==> src/rtl/shared_buffer_read_scheduler.sv <==
// Read-side scheduler for the shared packet buffer. It keeps a queue of packet lengths
// per port, grants a port round-robin, reads the whole packet, and emits framing aligned with odata.
module shared_buffer_read_scheduler #(
    parameter int NUM_PORTS = 8,
    parameter int PORT_W    = 3,
    parameter int LEN_W     = 8,
    parameter int LQ_DEPTH  = 4,
    parameter int N         = 13
) (
    input  logic                 clk,
    input  logic                 rst,
    input  logic                 pkt_enq,
    input  logic [PORT_W-1:0]    pkt_enq_port,
    input  logic [LEN_W-1:0]     pkt_enq_len,
    output logic [NUM_PORTS-1:0] pkt_enq_full,
    output logic                 enq_err,
    input  logic                 buf_empty,
    output logic                 rd_req,
    output logic [N-1:0]         op,
    input  logic                 out_ready,
    output logic                 out_valid,
    output logic [PORT_W-1:0]    out_port,
    output logic                 out_sop,
    output logic                 out_eop,
    output logic                 busy
);
    localparam int PTR_W = $clog2(LQ_DEPTH);

    typedef enum logic {IDLE, READ} state_t;

    state_t            state_q, state_d;
    logic [PORT_W-1:0] grant_q, grant_d, last_grant_q, last_grant_d;
    logic [LEN_W-1:0]  len_q, len_d, wcnt_q, wcnt_d;

    logic [LEN_W-1:0]  lq_mem_q [NUM_PORTS][LQ_DEPTH];
    logic [LEN_W-1:0]  lq_mem_d [NUM_PORTS][LQ_DEPTH];
    logic [PTR_W:0]    wr_ptr_q [NUM_PORTS];
    logic [PTR_W:0]    wr_ptr_d [NUM_PORTS];
    logic [PTR_W:0]    rd_ptr_q [NUM_PORTS];
    logic [PTR_W:0]    rd_ptr_d [NUM_PORTS];
    logic [NUM_PORTS-1:0] lq_empty, lq_full, full_q, full_d;

    logic              out_valid_q, out_valid_d, out_sop_q, out_sop_d, out_eop_q, out_eop_d;
    logic [PORT_W-1:0] out_port_q, out_port_d;
    logic              enq_err_q, enq_err_d;

    logic [PORT_W-1:0] pick, cand;
    logic              found, last_word, enq_ok;

    // The extra pointer bit separates the full case from the empty case when the index bits match.
    always_comb begin
        for (int p = 0; p < NUM_PORTS; p++) begin
            lq_empty[p] = (wr_ptr_q[p] == rd_ptr_q[p]);
            lq_full[p]  = ((wr_ptr_q[p] ^ rd_ptr_q[p]) == {1'b1, {PTR_W{1'b0}}});
        end
    end

    always_comb begin
        found = 1'b0;
        pick  = '0;
        cand  = '0;
        for (int i = 1; i <= NUM_PORTS; i++) begin
            cand = PORT_W'((int'(last_grant_q) + i) % NUM_PORTS);
            if (!found && !lq_empty[cand]) begin
                found = 1'b1;
                pick  = cand;
            end
        end
    end

    always_comb begin
        state_d      = state_q;
        grant_d      = grant_q;
        len_d        = len_q;
        wcnt_d       = wcnt_q;
        last_grant_d = last_grant_q;
        case (state_q)
            IDLE: if (!buf_empty && found) begin
                state_d = READ;
                grant_d = pick;
                len_d   = lq_mem_q[pick][rd_ptr_q[pick][PTR_W-1:0]];
                wcnt_d  = '0;
            end
            READ: if (out_ready) begin
                wcnt_d = wcnt_q + 1'b1;
                if (wcnt_q == len_q - 1'b1) begin
                    state_d      = IDLE;
                    last_grant_d = grant_q;
                end
            end
            default: state_d = IDLE;
        endcase
    end

    always_comb begin
        busy      = (state_q == READ);
        rd_req    = busy && out_ready;
        op        = rd_req ? N'(grant_q) : '0;
        last_word = rd_req && (wcnt_q == len_q - 1'b1);
    end

    // A push to a full queue is accepted only when the final word of that queue's head packet is read in the same cycle.
    always_comb begin
        lq_mem_d = lq_mem_q;
        enq_ok   = pkt_enq && (pkt_enq_len != '0) &&
                   (!lq_full[pkt_enq_port] || (last_word && grant_q == pkt_enq_port));
        for (int p = 0; p < NUM_PORTS; p++) begin
            wr_ptr_d[p] = wr_ptr_q[p];
            rd_ptr_d[p] = rd_ptr_q[p];
            if (last_word && grant_q == PORT_W'(p))
                rd_ptr_d[p] = rd_ptr_q[p] + 1'b1;
            if (enq_ok && pkt_enq_port == PORT_W'(p)) begin
                lq_mem_d[p][wr_ptr_q[p][PTR_W-1:0]] = pkt_enq_len;
                wr_ptr_d[p] = wr_ptr_q[p] + 1'b1;
            end
            full_d[p] = ((wr_ptr_d[p] ^ rd_ptr_d[p]) == {1'b1, {PTR_W{1'b0}}});
        end
        enq_err_d = pkt_enq && !enq_ok;
    end

    always_comb begin
        out_valid_d = rd_req;
        out_port_d  = rd_req ? grant_q : '0;
        out_sop_d   = rd_req && (wcnt_q == '0);
        out_eop_d   = last_word;
    end

    always_ff @(posedge clk) begin
        if (!rst) begin
            state_q      <= IDLE;
            grant_q      <= '0;
            last_grant_q <= PORT_W'(NUM_PORTS - 1);
            len_q        <= '0;
            wcnt_q       <= '0;
            for (int p = 0; p < NUM_PORTS; p++) begin
                wr_ptr_q[p] <= '0;
                rd_ptr_q[p] <= '0;
            end
            full_q       <= '0;
            enq_err_q    <= 1'b0;
            out_valid_q  <= 1'b0;
            out_port_q   <= '0;
            out_sop_q    <= 1'b0;
            out_eop_q    <= 1'b0;
        end else begin
            state_q      <= state_d;
            grant_q      <= grant_d;
            last_grant_q <= last_grant_d;
            len_q        <= len_d;
            wcnt_q       <= wcnt_d;
            wr_ptr_q     <= wr_ptr_d;
            rd_ptr_q     <= rd_ptr_d;
            full_q       <= full_d;
            enq_err_q    <= enq_err_d;
            out_valid_q  <= out_valid_d;
            out_port_q   <= out_port_d;
            out_sop_q    <= out_sop_d;
            out_eop_q    <= out_eop_d;
        end
    end

    // Storage needs no reset because the pointers define which entries are valid.
    always_ff @(posedge clk) begin
        lq_mem_q <= lq_mem_d;
    end

    assign pkt_enq_full = full_q;
    assign enq_err      = enq_err_q;
    assign out_valid    = out_valid_q;
    assign out_port     = out_port_q;
    assign out_sop      = out_sop_q;
    assign out_eop      = out_eop_q;
endmodule

==> config.mk <==
export PLATFORM = sky130hd
export DESIGN_NAME = shared_buffer_read_scheduler
export DESIGN_NICKNAME = d
export VERILOG_FILES = /design/src/rtl/shared_buffer_read_scheduler.sv
export SDC_FILE = /design/constraint.sdc
export NUM_CORES = 1
export LEC_CHECK = 0
export BUFFER_PORTS_ARGS = -buffer_cell sky130_fd_sc_hd__buf_2
export CAP_MARGIN = 20
export CORE_UTILIZATION = 50
export DETAILED_ROUTE_END_ITERATION = 10
export PLACE_DENSITY = 0.7
export RECOVER_POWER = 25
export SLEW_MARGIN = 20
export SYNTH_ARGS = -nofsm -noshare
export SYNTH_HDL_FRONTEND = slang
export SYNTH_SLANG_ARGS = --single-unit
==> constraint.sdc <==
create_clock -name clk -period 13.2 [get_ports clk]
set_input_delay 0.66 -clock clk [delete_from_list [all_inputs] [get_ports clk]]
set_output_delay 0.66 -clock clk [all_outputs]
set_load 0.03 [all_outputs]
==> metrics <==
status complete, but fails checks; failing checks max-capacitance violations, max-slew violations; Area contributors post-synth edfxtp_1 46%, dfxtp_1 10%, mux4_2 6.1%; DIE AREA 34070 um2; Worst Path Required 13.56 ns; clock sink count roughly 340; Initial Util 50.98%; Inserted Diodes 0; Final nets 1329; Clock Skew between 0.01 and 0.015 ns; wire length per cell ~23 um; drt drc 0; Final ANT Viol Nets 0; slowest stage cell, crit path buf_4; clock tree buffer depth 3; crit-path leading delay family compound AO/OA/AOI/OAI gates; Seq cells post-synth 342; post-synth top area cell edfxtp_1; top-area cell type share of the netlist area 46.12%; Initial DRC Count about 860; layout cells sized above 1 between 15 and 20%; Synth Instances around 1200; Die X-Extent approximately 180 um; routability cong. 0.9347; Reg clk slew, reported paths roughly 0.060 ns; CTS tree yes; 1st-pass router iterations 6; Leakage between 6 and 7 nW; Post-DP HPWL roughly 27 mm; post-route setup TNS 0 ns; maximum clock rate approximately 0.14 GHz; Arr. time, crit path roughly 7.3 ns; crit-path cells inv_1 -> ha_1 -> clkinv_1 -> nor4_1 -> a2111oi_0 -> a221oi_4 -> o211ai_2 -> a211oi_4 -> o31a_4 -> buf_4 -> mux2_1 -> nor4_1 -> a2111oi_4 -> o211ai_2 -> a311oi_2; Clock Latency Late Sink roughly 0.53 ns; startpoint types register; num rows 66; fill count roughly 2700; GRT Total Usage 24.16%; postcts setup bufs 0; largest net degree at the start of global routing a little over 80; multiplexer share of the synthesized area between 10% and 20%; Mean Syn Cell Area 13.40 um2; routed wire length 40.07 mm; TritonCTS buffer count 37; number of buffers added on ports 35; Root Buffer clkbuf_16; CP endpoint kind register; post-synthesis xor/xnor area fraction about 5.4%; H-tree depth 2; Vias 10301; critical path type register to register; Synth Warn # 0; Rel. slew slack -5.660%; Top Ports 46; Crit Path Max Fanout 66; Adder-Cell Fraction of Synth Area about 3.4%; first-pass GRT wire length about 61 mm; Max VDD drop 0.1297 mV; Seq/Total Area, Yosys 56.44%; Remaining Overflow, GRT 0; Post-Synth Simple-Gate Area 10.53%; Mapped Area 16670 um2; ys async rst share 0%; DP Worst Slack roughly 6.3 ns; largest family of logic cells by synthesized area multiplexers; max_cap viols 6; Core ar. around 33000 um2; compound-cell area share of the yosys netlist about 8.4%; fin crit period around 7 ns; max incr delay on CP 0.82 ns; worst slew pin tran between 1.5 and 2 ns; die height 184.6 um; hold crit path type primary input to register; Synth cell types between 70 and 80; Synth Flop Type edfxtp_1; Buf/Inv on CP 3; max-slew violation count 170; RSZ-0062 raised after global routing false; initial antenna violation count 0; vias in the first global route 10036; Tcrit/Tclk final roughly 53%; area delta synth->final 10.04%; PostCTS Resize Cnt 0; final hold violation count 0; final setup fails 0; PwrDens ~140 nW/um2; Post-synth EDFFs 256; worst setup slack after layout approximately 6.2 ns; Vias/cell a little under 6; CTS Hold Bufs 0
==> worst min-delay path, stage by stage <==
cell and delay, ns:
buf_2 0.13, nand2_1 0.06, nor2_1 0.06
==> Yosys cell counts (all sizes together) (4+ instances only) <==
| library cell | count |
|---|---|
| edfxtp | 256 |
| dfxtp | 86 |
| nand2 | 86 |
| mux2i | 57 |
| xnor2 | 57 |
| and2 | 55 |
| mux2 | 46 |
| xor2 | 46 |
| ha | 45 |
| mux4 | 45 |
| nor2b | 41 |
| buf | 40 |
| nor2 | 36 |
| clkbuf | 31 |
| inv | 29 |
| nor4 | 27 |
| o21ai | 24 |
| a21oi | 23 |
| nor3 | 22 |
| a211oi | 19 |
| nand3 | 18 |
| o211ai | 18 |
| a32oi | 16 |
| and3 | 16 |
| a2111oi | 12 |
| a31oi | 10 |
| a311oi | 8 |
| or3 | 7 |
| nand4 | 5 |
| nor3b | 5 |
| nor4b | 5 |
| a21boi | 4 |
| nand2b | 4 |
| o21a | 4 |
| o31ai | 4 |
==> flip-flops by register name, summed over array words and instances, names as in the netlist <==
name          cells
out_port          3
rd_ptr_q         24
wr_ptr_q         24
wcnt_q            8
busy              1
pkt_enq_full      8
len_q             8
out_valid         1
out_sop           1
grant_q           3
out_eop           1
lq_mem_q        256
last_grant_q      3
enq_err           1
==> per-stage QoR <==
step           util, %  area, um2  total power [mW]  hold slack [ns]  std cells
3_3_place_gp     52.38      17130             1.460           0.4942       1671
2_1_floorplan        -      16700             1.393           0.4599       1253
5_1_grt          56.09      18340             2.571           0.4312       1738
3_5_place_dp     52.38      17130             1.463           0.4907       1671
4_1_cts          56.13      18350             2.504           0.4329       1738
6_report         56.09      18340             2.490           0.4450       1738
==> report_power, final <==
group	switching, mW	leakage, nW	total (mW)	internal (mW)
clock	0.420	0.602	1.05	0.625
sequential	0.0186	3.00	1.19	1.17
combinational	0.158	2.77	0.258	0.0991
total	0.597	6.37	2.49	1.89
==> cells in the final DEF, fill, tap and decap left out, types with 13 or more instances in the layout <==
| cell type | count |
|---|---|
| ha_1 | 45 |
| clkbuf_1 | 13 |
| mux4_2 | 45 |
| mux2_1 | 15 |
| and3_1 | 16 |
| xnor2_1 | 57 |
| buf_2 | 29 |
| edfxtp_1 | 256 |
| inv_1 | 29 |
| and2_1 | 53 |
| nand3_1 | 18 |
| xor2_1 | 46 |
| nor3_1 | 22 |
| nor2b_1 | 41 |
| nand2_1 | 85 |
| o211ai_1 | 13 |
| nor2_1 | 36 |
| a32oi_1 | 16 |
| mux2_2 | 30 |
| o21ai_0 | 14 |
| clkbuf_16 | 39 |
| nor4_1 | 27 |
| dfxtp_1 | 86 |
| mux2i_1 | 56 |
| a211oi_1 | 15 |
| a21oi_1 | 23 |
==> area by class of cell <==
| class | instances | area (um2) | share of cell area, % |
|---|---|---|---|
| Clock buffer | 46 | 1012 | 5.518 |
| Timing Repair Buffer | 47 | 254.0 | 1.385 |
| Clock inverter | 21 | 214.0 | 1.166 |
| Multi-Input combinational cell | 808 | 6780 | 36.96 |
| Sequential cell | 342 | 9409 | 51.30 |
| Inverter | 32 | 120.1 | 0.6548 |
| Tap cell | 442 | 553.0 | 3.015 |
==> layer usage <==
layer	part of all wire [%]	global-route usage [%]	vias up
li1	-	-	4739
met1	44	34.28	5121
met2	47	37.98	389
met3	7.1	4.683	52
met4	1.9	6.267	0
met5	0	0	-
==> logic make-up after synthesis <==
family          after synthesis
compound gates              171
simple gates                331
mux                         148
flops                       342
buf+inv                     103
other cells                   1
fa+ha+maj                    45
xor+xnor                    103
==> worst paths after layout <==
path	startpoint	to	slack (ns)	cells after the start
hold / removal	pkt_enq	enq_err	0.45	3
setup reg to reg	last_grant_q[1]	len_q[5]	6.22	15
setup / recovery	last_grant_q[1]	len_q[5]	6.22	15
hold reg to reg	len_q[7]	len_q[7]	0.50	2
No activity file was read; power rests on OpenSTA's default activity.
